<file path="src/rtl/booth_mult_sequencer_if.sv">
// Handshake and multiplier-bus bundle for booth_mult_sequencer.
// The slave modport is the sequencer's view; master is the surrounding environment.
interface booth_mult_sequencer_if #(
    parameter int W = 16
);
    logic           in_valid;
    logic           in_ready;
    logic [W-1:0]   in_a;
    logic [W-1:0]   in_b;
    logic           out_valid;
    logic           out_ready;
    logic [2*W-1:0] out_product;
    logic           out_err;
    logic           busy;
    logic           mul_start;
    logic [W-1:0]   mul_data;
    logic           mul_done;
    logic [W-1:0]   mul_aout;
    logic [W-1:0]   mul_qout;

    modport slave (
        input  in_valid, in_a, in_b, out_ready, mul_done, mul_aout, mul_qout,
        output in_ready, out_valid, out_product, out_err, busy, mul_start, mul_data
    );

    modport master (
        output in_valid, in_a, in_b, out_ready, mul_done, mul_aout, mul_qout,
        input  in_ready, out_valid, out_product, out_err, busy, mul_start, mul_data
    );
endinterface

</file>
<file path="src/rtl/booth_mult_sequencer.sv">
// Feeds an operand pair into the Booth multiplier (start, M, Q on the shared bus),
// waits for done with a timeout, and holds the 2W-bit product for a downstream handshake.
module booth_mult_sequencer #(
    parameter int W       = 16,
    parameter int TIMEOUT = 64,
    parameter int CW      = 7
) (
    input  logic                        clk,
    input  logic                        rst_n,
    booth_mult_sequencer_if.slave       bus
);
    localparam logic [2:0] IDLE   = 3'd0;
    localparam logic [2:0] START  = 3'd1;
    localparam logic [2:0] LOAD_M = 3'd2;
    localparam logic [2:0] LOAD_Q = 3'd3;
    localparam logic [2:0] WAIT   = 3'd4;
    localparam logic [2:0] HOLD   = 3'd5;

    localparam logic [CW-1:0] TO_LAST = CW'(TIMEOUT - 1);

    logic [2:0]     state;
    logic [W-1:0]   a_q;
    logic [W-1:0]   b_q;
    logic [CW-1:0]  cnt;
    logic [2*W-1:0] product_q;
    logic           err_q;

    always_ff @(posedge clk or negedge rst_n) begin
        if (!rst_n) begin
            state     <= IDLE;
            a_q       <= '0;
            b_q       <= '0;
            cnt       <= '0;
            product_q <= '0;
            err_q     <= 1'b0;
        end else begin
            case (state)
                IDLE: begin
                    if (bus.in_valid) begin
                        a_q   <= bus.in_a;
                        b_q   <= bus.in_b;
                        state <= START;
                    end
                end
                START:  state <= LOAD_M;
                LOAD_M: state <= LOAD_Q;
                LOAD_Q: begin
                    cnt   <= '0;
                    state <= WAIT;
                end
                WAIT: begin
                    // done takes priority over a timeout landing on the same edge
                    if (bus.mul_done) begin
                        product_q <= {bus.mul_aout, bus.mul_qout};
                        err_q     <= 1'b0;
                        state     <= HOLD;
                    end else if (cnt == TO_LAST) begin
                        product_q <= '0;
                        err_q     <= 1'b1;
                        state     <= HOLD;
                    end else begin
                        cnt <= cnt + 1'b1;
                    end
                end
                HOLD: begin
                    if (bus.out_ready) begin
                        err_q <= 1'b0;
                        state <= IDLE;
                    end
                end
                default: state <= IDLE;
            endcase
        end
    end

    logic [W-1:0] mul_data_d;

    always_comb begin
        mul_data_d = '0;
        case (state)
            LOAD_M:       mul_data_d = a_q;
            LOAD_Q, WAIT: mul_data_d = b_q;
            default:      mul_data_d = '0;
        endcase
    end

    assign bus.in_ready    = (state == IDLE);
    assign bus.busy        = (state != IDLE);
    assign bus.mul_start   = (state == START);
    assign bus.mul_data    = mul_data_d;
    assign bus.out_valid   = (state == HOLD);
    assign bus.out_product = product_q;
    assign bus.out_err     = err_q;
endmodule

</file>
<file path="src/flat_wrapper.sv">
// flat-port wrapper written by rule: the top's interface ports become plain ports
module booth_mult_sequencer_flat 
#(
    parameter int W       = 16,
    parameter int TIMEOUT = 64,
    parameter int CW      = 7
)
  (clk, rst_n, bus_in_valid, bus_in_a, bus_in_b, bus_out_ready, bus_mul_done, bus_mul_aout, bus_mul_qout, bus_in_ready, bus_out_valid, bus_out_product, bus_out_err, bus_busy, bus_mul_start, bus_mul_data);
  booth_mult_sequencer_if #(.W(W)) bus_i ();
  input  logic clk;
  input  logic rst_n;
  input wire logic [$bits(bus_i.in_valid)-1:0] bus_in_valid;
  input wire logic [$bits(bus_i.in_a)-1:0] bus_in_a;
  input wire logic [$bits(bus_i.in_b)-1:0] bus_in_b;
  input wire logic [$bits(bus_i.out_ready)-1:0] bus_out_ready;
  input wire logic [$bits(bus_i.mul_done)-1:0] bus_mul_done;
  input wire logic [$bits(bus_i.mul_aout)-1:0] bus_mul_aout;
  input wire logic [$bits(bus_i.mul_qout)-1:0] bus_mul_qout;
  output wire logic [$bits(bus_i.in_ready)-1:0] bus_in_ready;
  output wire logic [$bits(bus_i.out_valid)-1:0] bus_out_valid;
  output wire logic [$bits(bus_i.out_product)-1:0] bus_out_product;
  output wire logic [$bits(bus_i.out_err)-1:0] bus_out_err;
  output wire logic [$bits(bus_i.busy)-1:0] bus_busy;
  output wire logic [$bits(bus_i.mul_start)-1:0] bus_mul_start;
  output wire logic [$bits(bus_i.mul_data)-1:0] bus_mul_data;
  assign bus_i.in_valid = bus_in_valid;
  assign bus_i.in_a = bus_in_a;
  assign bus_i.in_b = bus_in_b;
  assign bus_i.out_ready = bus_out_ready;
  assign bus_i.mul_done = bus_mul_done;
  assign bus_i.mul_aout = bus_mul_aout;
  assign bus_i.mul_qout = bus_mul_qout;
  assign bus_in_ready = bus_i.in_ready;
  assign bus_out_valid = bus_i.out_valid;
  assign bus_out_product = bus_i.out_product;
  assign bus_out_err = bus_i.out_err;
  assign bus_busy = bus_i.busy;
  assign bus_mul_start = bus_i.mul_start;
  assign bus_mul_data = bus_i.mul_data;
  booth_mult_sequencer #(.W(W), .TIMEOUT(TIMEOUT), .CW(CW)) u_core (.clk(clk), .rst_n(rst_n), .bus(bus_i));
endmodule
</file>
<file path="config.mk">
export PLATFORM = sky130hd
export DESIGN_NAME = booth_mult_sequencer_flat
export DESIGN_NICKNAME = d
export VERILOG_FILES = /design/src/rtl/booth_mult_sequencer_if.sv /design/src/rtl/booth_mult_sequencer.sv /design/src/flat_wrapper.sv
export SDC_FILE = /design/constraint.sdc
export NUM_CORES = 1
export LEC_CHECK = 0
export ABC_AREA = 1
export BUFFER_PORTS_ARGS = -buffer_cell sky130_fd_sc_hd__buf_2
export CAP_MARGIN = 0
export CORE_MARGIN = 3
export CORE_UTILIZATION = 49
export CTS_CLUSTER_DIAMETER = 40
export CTS_CLUSTER_SIZE = 24
export DETAILED_ROUTE_END_ITERATION = 12
export HOLD_SLACK_MARGIN = 0.05
export MAX_ROUTING_LAYER = met4
export PLACE_DENSITY = 0.76
export SYNTH_ARGS = -nofsm -noshare
export SYNTH_HDL_FRONTEND = slang
export SYNTH_SLANG_ARGS = --single-unit
</file>
<file path="constraint.sdc">
create_clock -name clk -period 1.7 [get_ports clk]
set_clock_uncertainty 0.2 [all_clocks]
set_input_delay 0.255 -clock clk [delete_from_list [all_inputs] [get_ports clk]]
set_output_delay 0.255 -clock clk [all_outputs]
set_load 0.01 [all_outputs]
</file>
# [Word level (Yosys, flattened, before mapping)]
# Cells that the tools add are included.
[op_classes] n_addsub=1 eq_ne=11 n_mux=15 n_reduce_logical=11
[op_table] cell="2-to-1 mux 32 bit" n=2
[op_table] cell="case mux 16 bit (2 select lines)" n=1
[op_table] cell="case mux 3 bit (6 select lines)" n=1
[op_table] cell="2-to-1 mux 7 bit" n=2
[op_table] cell="case mux 7 bit (2 select lines)" n=1
[op_table] cell="2-to-1 mux 3 bit" n=4
[op_table] cell="AND reduction 3 bit" n=3
[op_table] cell="inequality test 2 bit (second input constant)" n=4
[op_table] cell="adder 7 x 1 -> 7 bit (second input constant)" n=1
[op_table] cell="== test 7 x 6 -> 1 bit (second input constant)" n=1
[op_table] cell="== test 3 x 2 -> 1 bit (second input constant)" n=2
[op_table] cell="== test 3 bit (second input constant)" n=2
[op_table] cell="nonzero test 2 bit" n=3
[op_table] cell="AND reduction 2 bit" n=2
[op_table] cell="== test 3 x 1 -> 1 bit (second input constant)" n=1
[op_table] cell="logical NOT 3 bit" n=1
[op_table] cell="2-to-1 mux 1 bit" n=3
[op_table] cell="inequality test 3 x 2 -> 1 bit (second input constant)" n=1
[op_table] cell="nonzero test 3 bit" n=1
[op_table] cell="case mux 1 bit (2 select lines)" n=1
[op_table] cell="OR reduction 2 bit" n=1
[totals] reg_bits=75 output_inout_bits=53

# [Longest topological paths before layout]
[logic_depth] ltp_word=4 depth_mapped=9 depth_no_buf=9

# [Worst setup path after synthesis]
# Ideal clock, no wire load.
[synth_path] kind="reg2out" start="reg u_core.state[0]" end="out bus_mul_data[10]" arrival_ns=1.252 path_slack_ns=-0.007 path_stages_with_launch=7 n_path_buf=1 path_cell_list="dfrtp_1 > nor2_2 > nor2_1 > nor2_4 > buf_2 > nand2_1 > o21ai_0"
[synth_via] elab_chain_len=3 word_cells_on_any_way=5 classes_between="eq/ne: 3; mux: 1; reduce/logical: 1"
[synth_lines] item="start: declaration" line_no="booth_mult_sequencer.sv:21" source="logic [2:0] state;"
[synth_lines] item="start signal: assignment" line_no="booth_mult_sequencer.sv:30" source="state <= IDLE;"
[synth_lines] item="start signal: assignment" line_no="booth_mult_sequencer.sv:42" source="state <= START;"
[synth_lines] item="start signal: assignment" line_no="booth_mult_sequencer.sv:45" source="START: state <= LOAD_M;"
[synth_lines] item="== test 3 x 2 -> 1 bit / == test 3 bit (equally long branches)" line_no="booth_mult_sequencer.sv:80" source="case (state)"
[synth_lines] item="OR reduction 2 bit" line_no="booth_mult_sequencer.sv:80"
[synth_lines] item="case mux 16 bit (2 select lines) (*)" line_no="booth_mult_sequencer.sv:80"
[synth_lines] item="end: declaration" line_no="flat_wrapper.sv:25" source="output wire logic [$bits(bus_i.mul_data)-1:0] bus_mul_data;"
# Mark *: on every way between the ends. The rest lies on a longest branch, timed or not.

# [Worst setup path in the final report]
[layout_path] start="reg u_core.state[0]" end="out bus_mul_data[2]"
# The elaborated chain is that of the path after synthesis.

==> run_results.csv <==
group,metric,value,unit
run_status,status,"complete, but fails checks",
floorplanning,fp.coreArea,0.006531,mm²
setup_path,critical_path_peak_fanout,16,
hold_path,timing.hold.worst.class,"in -> reg",
timing,slew_viol_final,0,
yosys,synth_seq_cells,75,
yosys,syn-mean-instance-area,8.343,µm²
finish,finish.utilization,0.8349,
placed_design,dpl.cell_count,598,
finish,area_delta_synth_final,60.57,%
yosys,synth-warning-count,0,
setup_path,cp.arrival,1.59,ns
finish,insertedDiodeCount,0,
floorplanning,initial_core_util,0.5199,
timing,final_setup_violation_count,39,
detailed_routing,route.antenna.remaining_nets,0,
clocking,clkSlewWorstSetupHoldPaths,0.08,ns
timing,final_hold_violation_count,0,
floorplanning,pin_count,122,
timing,layout_min_cycle_time,2.048,ns
floorplanning,fp-row-count,29,
clocking,clockBufferDepth,2,
floorplanning,die_y,89.25,µm
grt,first_global_vias,3453,
timing,final.hold.worst_slack,0.1537,ns
clocking,tritoncts.num_buffers,9,
grt,grt_max_degree,76,
setup_path,startpoint_type,"flip-flop",
timing,final_min_period_over_clock_period,1.205,
run_status,violations,"setup timing",
finish,final_cell_count_no_fill,700,
yosys,ys_types,25,
setup_path,cp_data_required_time,1.24,ns
timing,setup_repair_after_global_routing_missed_its_margin,"yes",
finish,final_nets,688,
grt,overall_overflow_remaining_after_global_route,0,
placed_design,gp_routability_congestion,0.8489,
power,leakage_power_summed_over_all_cells,2.907,nW
yosys,ys_seq_area_frac,0.5527,
grt,grt_first_pass_wirelength,15550,µm
timing,worst_slack,-0.3483,ns
clocking,clock_insertion_delay_worst_skew,0.34,ns
timing,tightestPinTransition,0.4037,ns
run,cap_viol_max_count,0,
clocking,cts_tree,"done",
yosys,synthesis.area,0.003396,mm²
detailed_routing,routedWlPerCell,16.45,µm
power,power.ir.vdd_worst,0.9382,mV
floorplanning,dieArea,0.007965,mm²
yosys,synthesis.instances,407,
finish,share_of_post_route_cells_with_drive_strength_above_1,0.3467,
floorplanning,floorplan.die.width,89.25,µm
clocking,ctsRootBufferMaster,"clkbuf_8",
setup_path,classification_of_the_worst_setup_path,"reg -> out",
timing,achievable-frequency,0.4882,GHz
placed_design,dpl.hpwl,5703,µm
setup_path,timing.critical_path.to_type,"output port",
detailed_routing,drt-vias-per-instance,5.399,
clocking,clkSinkCount,75,
finish,fill_count,376,
yosys,synth_nets,477,
grt,antenna_violations_before_repair,0,
detailed_routing,postRouteWirelength,11520,µm
placed_design,placement.io_buffers,121,
detailed_routing,detail_route.first_pass.iterations,6,
clocking,cts.htree.levels,3,
grt,grtUsageTotal,0.2558,
power,power.density_cell_area,1643,mW/mm²
detailed_routing,dr_total_vias,3779,
detailed_routing,drt_initial_violations,232,
detailed_routing,number_of_drc_violations_after_detailed_routing,0,
timing,maxSlewHeadroom,0.7309,
## per-stage QoR
stage / TNS, ns / power [W] / cell area (µm²) / setup WS [ns]
6_report: -5.815 / 0.008957 / 5453 / -0.3483
5_1_grt: -9.799 / 0.009534 / 5453 / -0.4405
4_1_cts: -5.360 / 0.008052 / 5071 / -0.3362
3_5_place_dp: 0 / 0.006360 / 4146 / 0.02302
3_3_place_gp: 0 / 0.006230 / 4146 / 0.07306
2_1_floorplan: 0 / 0.005013 / 3398 / 0.02882
## cell usage after synthesis
library cell  number  area share
nand2_1          139        0.15
dfrtp_1           75        0.55
nand3_1           61       0.090
inv_1             27       0.030
nor2_1            27       0.030
o21ai_0           18       0.027
a21oi_1           16       0.024
buf_2             10       0.015
o21ai_2            7       0.018
clkbuf_1           6      0.0066
buf_4              3      0.0066
buf_6              3      0.0099
nand2_2            2      0.0037
o21bai_1           2      0.0044
a21oi_2            1      0.0026
ha_1               1      0.0037
inv_2              1      0.0011
inv_4              1      0.0018
nand3_4            1      0.0052
nor2_2             1      0.0018
nor2_4             1      0.0033
nor3_1             1      0.0015
nor3_4             1      0.0048
o211ai_1           1      0.0022
or2_2              1      0.0018
## timing repair
item / in CTS / in global routing
hold buffers: 67 / 0
resized for setup: 9 / 54
setup buffers: 1 / 10
hold endpoints to repair: 142 / 0
pin swaps: 0 / 2
endpoints found under the setup margin: 20 / 91
gates cloned: 0 / 9
## cells by family after synthesis
logic type,after synthesis,share of synthesized area
AOI/OAI and AO/OA,45,0.07738
adders and majority gates,1,0.003684
buffers and inverters,51,0.07074
DFF,75,0.5527
and+or+nand+nor,235,0.2955
## power by group
group	internal (W)	switching (W)	total (W)	leakage [nW]
clock network	0.000829	0.000655	0.00148	0.106
registers	0.00255	0.000444	0.00299	0.915
logic	0.00197	0.00251	0.00448	1.89
## layout make-up
cell class	instances	area (µm²)	area share
sequential	75	1881	0.3449
timing repair buffer	221	1735	0.3183
multi-input combinational	282	1411	0.2588
clock buffer	10	127.6	0.02341
inverter	29	111.4	0.02042
tap	77	96.34	0.01767
clock inverter	6	90.09	0.01652
## placed cells by master, fill, tap and decap left out, types with 3 or more instances in the layout
cell / n
buf_12: 6
nand2_2: 6
inv_1: 26
dfrtp_2: 3
nand3_1: 60
o21ai_2: 7
o21ai_0: 7
a21oi_2: 6
nor2_4: 6
nor2_2: 8
clkbuf_8: 9
dlygate4sd3_1: 67
a21oi_1: 11
nor2_1: 15
o21ai_1: 11
clkbuf_16: 5
buf_4: 16
dfrtp_1: 72
buf_2: 118
buf_6: 7
nand2_1: 133
## layer usage
metal | global-route usage | share of wire
met5 | - | 0
met4 | 0.08254 | 0.038
met1 | 0.3100 | 0.37
met3 | 0.04516 | 0.086
met2 | 0.4340 | 0.50
## sequential cells by signal, summed over array words and instances, names as in the netlist
signal and count:
u_core.a_q 16, u_core.b_q 16, u_core.bus.out_err 1, u_core.bus.out_product 32, u_core.cnt 7, u_core.state 3
## worst max-delay path, cell delays in order (launching register included)
cell,delay (ns)
dfrtp_2,0.47
nor2_4,0.14
nor2_2,0.05
nor2_4,0.11
buf_12,0.15
nand2_1,0.07
o21ai_1,0.10
buf_2,0.16
## path summary, 6_finish.rpt
check	slack [ns]	cells after the start	from	end
worst max-delay path	-0.35	7	u_core.state[0]	bus_mul_data[2]
worst min-delay path	0.15	6	bus_mul_done	u_core.bus.out_err
worst max register to register	-0.10	9	u_core.state[0]	u_core.a_q[11]
worst min register to register	0.27	2	u_core.bus.out_product[12]	u_core.bus.out_product[12]
max in group asynchronous	0.69	3	rst_n	u_core.state[0]
min in group asynchronous	0.27	3	rst_n	u_core.bus.out_product[3]
Note: power is estimated with default switching activity, not from simulation.
